**src/rtl/localbp_update_queue_pkg.sv**
```systemverilog
// localbp_update_queue_pkg: local-history predictor config, queue entry type and shared LHR hash
package localbp_update_queue_pkg;
  localparam int LBP_XLEN = 32;
  localparam int LBP_M = 6;
  localparam int LBP_K = 10;
  typedef struct packed {
    logic [LBP_M-1:0] lidx;
    logic [LBP_K-1:0] paddr;
    logic [1:0]       pdata;
    logic [LBP_K-1:0] lhr;
  } bpuq_entry_t;
  // Shared with the predictor read side so both hash PCs identically
  function automatic logic [LBP_M-1:0] lhr_index(input logic [LBP_XLEN-1:0] pc);
    return {pc[LBP_M+1] ^ pc[1], pc[LBP_M:2]};
  endfunction
endpackage

```
**src/rtl/localbp_update_queue_fifo.sv**
```systemverilog
// localbp_update_queue_fifo: generic flop FIFO exposing every slot for associative lookup
module localbp_update_queue_fifo #(
  parameter int WIDTH = 8,
  parameter int DEPTH = 4,
  localparam int PW = $clog2(DEPTH),
  localparam int CW = $clog2(DEPTH + 1)
) (
  input  logic                        clk,
  input  logic                        rst,
  input  logic                        push,
  input  logic                        pop,
  input  logic [WIDTH-1:0]            din,
  output logic [DEPTH-1:0][WIDTH-1:0] slots,
  output logic [PW-1:0]               rd_ptr,
  output logic [CW-1:0]               count,
  output logic                        full,
  output logic                        empty
);
  logic [PW-1:0] wr_ptr;
  logic wr, rd;
  assign full = count == CW'(DEPTH);
  assign empty = count == '0;
  assign rd = pop & ~empty;
  // A push into a full queue only lands when the head leaves on the same edge
  assign wr = push & (~full | rd);
  always_ff @(posedge clk or posedge rst)
    if (rst) begin
      wr_ptr <= '0;
      rd_ptr <= '0;
      count <= '0;
    end else begin
      if (wr) wr_ptr <= wr_ptr + 1'b1;
      if (rd) rd_ptr <= rd_ptr + 1'b1;
      count <= count + CW'(wr) - CW'(rd);
    end
  always_ff @(posedge clk)
    if (wr) slots[wr_ptr] <= din;
endmodule

```
**src/rtl/localbp_update_queue.sv**
```systemverilog
// localbp_update_queue: buffers resolved-branch PHT/LHR updates, drains them in order, forwards pending history
module localbp_update_queue
  import localbp_update_queue_pkg::*;
#(
  parameter int XLEN = LBP_XLEN,
  parameter int DEPTH = 4,
  localparam int m = LBP_M,
  localparam int k = LBP_K,
  localparam int PW = $clog2(DEPTH),
  localparam int CW = $clog2(DEPTH + 1)
) (
  input  logic            clk,
  input  logic            reset,
  input  logic            StallW,
  input  logic            FlushW,
  input  logic            BranchM,
  input  logic            PCSrcM,
  input  logic [XLEN-1:0] PCM,
  input  logic [k-1:0]    LHRM,
  input  logic [1:0]      NewBPDirPredM,
  input  logic            WrBusy,
  input  logic [m-1:0]    IndexLHRNextF,
  output logic            PHTWrEn,
  output logic [k-1:0]    PHTWrAddr,
  output logic [1:0]      PHTWrData,
  output logic            LHRWrEn,
  output logic [m-1:0]    LHRWrIdx,
  output logic [k-1:0]    LHRWrData,
  output logic            FwdHitF,
  output logic [k-1:0]    FwdLHRF,
  output logic            QueueEmpty,
  output logic            QueueFull,
  output logic            StallReq
);
  localparam int W = $bits(bpuq_entry_t);
  logic [DEPTH-1:0][W-1:0] slots;
  logic [PW-1:0] rd_ptr, s;
  logic [CW-1:0] count;
  logic enq, deq;
  bpuq_entry_t new_e, head, e;
  assign enq = BranchM & ~StallW & ~FlushW;
  assign deq = ~QueueEmpty & ~WrBusy;
  assign StallReq = enq & QueueFull & ~deq;
  assign new_e = '{lidx: lhr_index(PCM), paddr: LHRM, pdata: NewBPDirPredM, lhr: {PCSrcM, LHRM[k-1:1]}};
  assign head = bpuq_entry_t'(slots[rd_ptr]);
  assign PHTWrEn = deq;
  assign LHRWrEn = deq;
  assign PHTWrAddr = deq ? head.paddr : '0;
  assign PHTWrData = deq ? head.pdata : '0;
  assign LHRWrIdx = deq ? head.lidx : '0;
  assign LHRWrData = deq ? head.lhr : '0;
  localbp_update_queue_fifo #(.WIDTH(W), .DEPTH(DEPTH)) u_fifo (
    .clk(clk),
    .rst(reset),
    .push(enq),
    .pop(deq),
    .din(new_e),
    .slots(slots),
    .rd_ptr(rd_ptr),
    .count(count),
    .full(QueueFull),
    .empty(QueueEmpty)
  );
  // Walk oldest to youngest so the youngest valid match is left standing
  always_comb begin
    FwdHitF = 1'b0;
    FwdLHRF = '0;
    s = '0;
    e = '0;
    for (int i = 0; i < DEPTH; i++) begin
      s = rd_ptr + PW'(i);
      e = bpuq_entry_t'(slots[s]);
      if (CW'(i) < count && e.lidx == IndexLHRNextF) begin
        FwdHitF = 1'b1;
        FwdLHRF = e.lhr;
      end
    end
  end
endmodule

```
**config.mk**
```make
export PLATFORM = sky130hd
export DESIGN_NAME = localbp_update_queue
export DESIGN_NICKNAME = d
export VERILOG_FILES = /design/src/rtl/localbp_update_queue_pkg.sv /design/src/rtl/localbp_update_queue_fifo.sv /design/src/rtl/localbp_update_queue.sv
export SDC_FILE = /design/constraint.sdc
export NUM_CORES = 1
export LEC_CHECK = 0
export BUFFER_PORTS_ARGS = -buffer_cell sky130_fd_sc_hd__clkbuf_2
export CORE_MARGIN = 4
export CORE_UTILIZATION = 48
export DETAILED_ROUTE_END_ITERATION = 10
export PLACE_DENSITY = 0.71
export SKIP_LAST_GASP = 1
export SLEW_MARGIN = 20
export SYNTH_ARGS = -nofsm -noshare
export SYNTH_HDL_FRONTEND = slang
export SYNTH_SLANG_ARGS = --single-unit
```
**constraint.sdc**
```tcl
create_clock -name clk -period 2.2 [get_ports clk]
set_clock_uncertainty 0.05 [all_clocks]
set_input_delay 0 -clock clk [delete_from_list [all_inputs] [get_ports clk]]
set_output_delay 0 -clock clk [all_outputs]
set_load 0.01 [all_outputs]
```
==> summary.txt <==
Run status
  • Outcome: finished with violations
  • Failing checks: setup timing

Layout
  • Layout net count: between 600 and 700
  • Finished Cell Area: 7174 um^2
  • Share of cells above drive strength 1: a little over two fifths
  • Most frequent cells in the layout: buf_4, edfxtp_1, clkbuf_2
  • # diodes: 0
  • Commonest non-fill, non-tap cell in the layout: buf_4
  • Final non-filler cell total: 756
  • Post-layout util: 65.89%
  • Syn-to-layout area delta: 33.78%

Timing
  • F_max: ~0.32 GHz
  • Final Hold Fails: 0
  • Fin crit share: 143.7%
  • Relative slew slack: 74.13%
  • Final setup violation count: 15
  • Fin Hold WS: 0.01492 ns
  • Worst slew pin tran: 0.3850 ns
  • Setup TNS: -10.82 ns
  • Final Slew Violations: 0
  • Fin crit period: approximately 3.2 ns
  • Setup repair after global routing missed its margin: yes
  • Setup ws final: -0.9614 ns

Job
  • Max capacitance violation total: 0

Pwr
  • Pint: 5.078 mW
  • VDD IR-drop max: ~0.6 mV
  • P_sw: 3.312 mW
  • Total Power: 8.390 mW
  • Switching Fraction: about two fifths
  • Clk pwr share: 14.8%
  • Flop pwr share: 23.9%
  • Gate power share: 61.3%
  • Lkg Pwr: 2.823 nW
  • Cell Pwr Density: 1169 nW/um^2

Placement
  • Global placement routability congestion: 0.8714
  • Post-DP Area: 6339 um^2
  • Dpl cells: 704
  • Port buffer count: 75
  • Pre-CTS WS: -0.5752 ns
  • Dpl hpwl: 9.588 mm

Logic synthesis
  • Mapped Area: 5363 um^2
  • Leading area contributor after synthesis: edfxtp_1
  • Dominant cells by area after synthesis: edfxtp_1, mux2i_1, mux4_2, xnor2_1, mux2_2
  • Async set-reset flop share out of synthesis: 8.434%
  • Seq cells post-synth: 83
  • Top_reg_cell synth: edfxtp_1
  • Number of enable flip-flop cells after synthesis: 76
  • Synthesized instance count: 451
  • Post-synthesis sequential area ratio: 45.82%
  • Library cells used by synthesis: 56
  • Syn_area_per_cell: around 12 um^2
  • Syn Nets: around 520
  • Synth warnings: 0
  • Yosys top cell area share: 42.56%

Worst hold path
  • Worst hold endpoint: u_fifo.wr_ptr[0]
  • Worst min-delay path class: primary input to register
  • WHS Path Cells: 4
  • Hold path start: FlushW

Clocking
  • H-tree Lvls: 3
  • Clock buffer count from CTS: 9
  • Clock slew at reported path FFs: 0.09 ns
  • Clk sinks: a little over 80
  • Clock Path Buffers: 2
  • Root Buffer: clkbuf_8
  • Skew-Pair Late Insertion Delay: 0.37 ns
  • CTS tree: yes

Detailed routing
  • Router iterations before antenna repair: 5
  • Post-DR wirelength/cell: around 19 um
  • Vias: ~4300
  • Antenna-violating nets left: 0
  • Vias per cell: between 5 and 6
  • 1st-iter DRT viols: between 300 and 400
  • # DRC: 0
  • Final wirelength: roughly 14 mm

Worst setup path
  • WP buf/inv: 4
  • Crit path capture type: output pin
  • CP delay by family, top: compound AO/OA/AOI/OAI gates
  • Crit Path Category: register to output pin
  • Crit-path cells: mux4_2 -> xor2_1 -> a2111oi_4 -> o21a_4 -> buf_12 -> buf_6 -> buf_4 -> o22ai_2 -> o32ai_2 -> buf_2
  • Crit-path max cell delay: between 0.5 and 0.6 ns
  • Crit Path Max Fanout: 9
  • Critical path's slowest cell: mux4_2
  • Worst EP arrival: 3.11 ns
  • Reg2reg start: u_fifo.count[1]
  • Reg-to-reg critical path endpoint: u_fifo.count[2]
  • Flop-to-flop setup slack: ~0.16 ns
  • CP Data Required Time: 2.15 ns
  • CP Launch Type: register
  • Reg2Reg Depth: 9

Die
  • Die Area: about 13000 um^2
  • Width of the chip: 113.7 um
  • Initial Util: between 40 and 50%
  • Core Region: about 11000 um^2
  • FP Rows: 38
  • Io pins: 101
  • Die H: 113.7 um

Global routing
  • First-pass GRT wire length: approximately 22 mm
  • GRT Total Usage: 21.76%
  • Largest net degree at the start of global routing: 64
  • Gr ovfl total: 0
  • Initial antenna violation count: 0
  • Vias in the first global route: 4407
sequential cells by signal (all words and copies together), names as in the netlist:
signal / cells
u_fifo.slots: 76
u_fifo.count: 3
u_fifo.rd_ptr: 2
u_fifo.wr_ptr: 2
layer usage:
metal	vias to the layer above	track usage, %	share of wire [%]
met5	-	0	0
met4	0	7.772	2.2
met3	30	3.501	5.3
met2	147	37.89	52
met1	2110	27.44	41
li1	2017	-	-
cells in the mapped netlist (all sizes together), types with 2 or more instances:
library cell / count
a211oi: 14
a21oi: 15
a221oi: 5
and2: 15
and3: 2
buf: 28
clkbuf: 14
dfrtp: 7
edfxtp: 76
ha: 8
inv: 12
mux2: 18
mux2i: 49
mux4: 16
nand2: 16
nand2b: 2
nand3: 4
nand4: 2
nor2: 40
nor3: 12
nor3b: 3
nor4: 7
o21a: 2
o21ai: 16
o22ai: 8
o31a: 6
o32ai: 5
or2: 3
xnor2: 27
xor2: 5
area by class of cell:
type                            instances  area, um^2
Fill cell                             788        3714
Multi-Input combinational cell        313        2821
Sequential cell                        83        2462
Timing Repair Buffer                  191        1444
Tap cell                              140       175.2
Clock buffer                            9       123.9
Clock inverter                          7       98.84
Inverter                               13       48.80
cell families (layout without fill, tap and decap cells):
kind of cell / count (synthesis) / in the layout / share of synthesized area (%)
mux: 83 / 83 / 19.65
flops: 83 / 83 / 45.82
simple gates: 111 / 111 / 10.69
compound gates: 78 / 78 / 10.62
fa+ha+maj: 9 / 9 / 2.240
buf+inv: 55 / 220 / 5.763
xor+xnor: 32 / 32 / 5.226
power by group through the flow:
stage / registers, mW / logic, mW / clock network, mW
after floorplan: 1.97 / 3.13 / 0
after global placement: 2.08 / 4.24 / 0
after detailed placement: 2.10 / 4.35 / 0
after CTS: 2.00 / 4.69 / 1.26
after global routing: 2.02 / 5.52 / 1.34
final: 2.01 / 5.14 / 1.24
how the worst max path moves through the flow:
stage,startpoint,to,slack (ns),cells after the start
6_report,u_fifo.rd_ptr[0],FwdLHRF[1],-0.96,10
4_1_cts,u_fifo.rd_ptr[0],FwdLHRF[4],-0.90,10
3_5_place_dp,u_fifo.rd_ptr[1],FwdLHRF[1],-0.58,10
5_1_grt,u_fifo.rd_ptr[0],FwdLHRF[3],-1.04,10
2_1_floorplan,u_fifo.rd_ptr[0],FwdLHRF[4],-0.20,9
3_3_place_gp,u_fifo.rd_ptr[1],FwdLHRF[6],-0.46,9
timing repair:
item                       in CTS  in global routing
hold buffers                   21                  1
hold endpoints to repair       83                  1
setup endpoints to repair      35                 49
cloned                          0                  1
buffers inserted                8                  6
resized for setup              13                 49
pin swaps                       3                 12
worst reg2reg max path, stage by stage, from the launching register on:
cell	delay [ns]
dfrtp_1	0.39
buf_4	0.14
nor3_2	0.16
or2_2	0.14
inv_1	0.06
ha_1	0.27
inv_1	0.04
ha_1	0.18
fa_1	0.37
xnor2_1	0.13
Power figures use the tool's default switching activity.
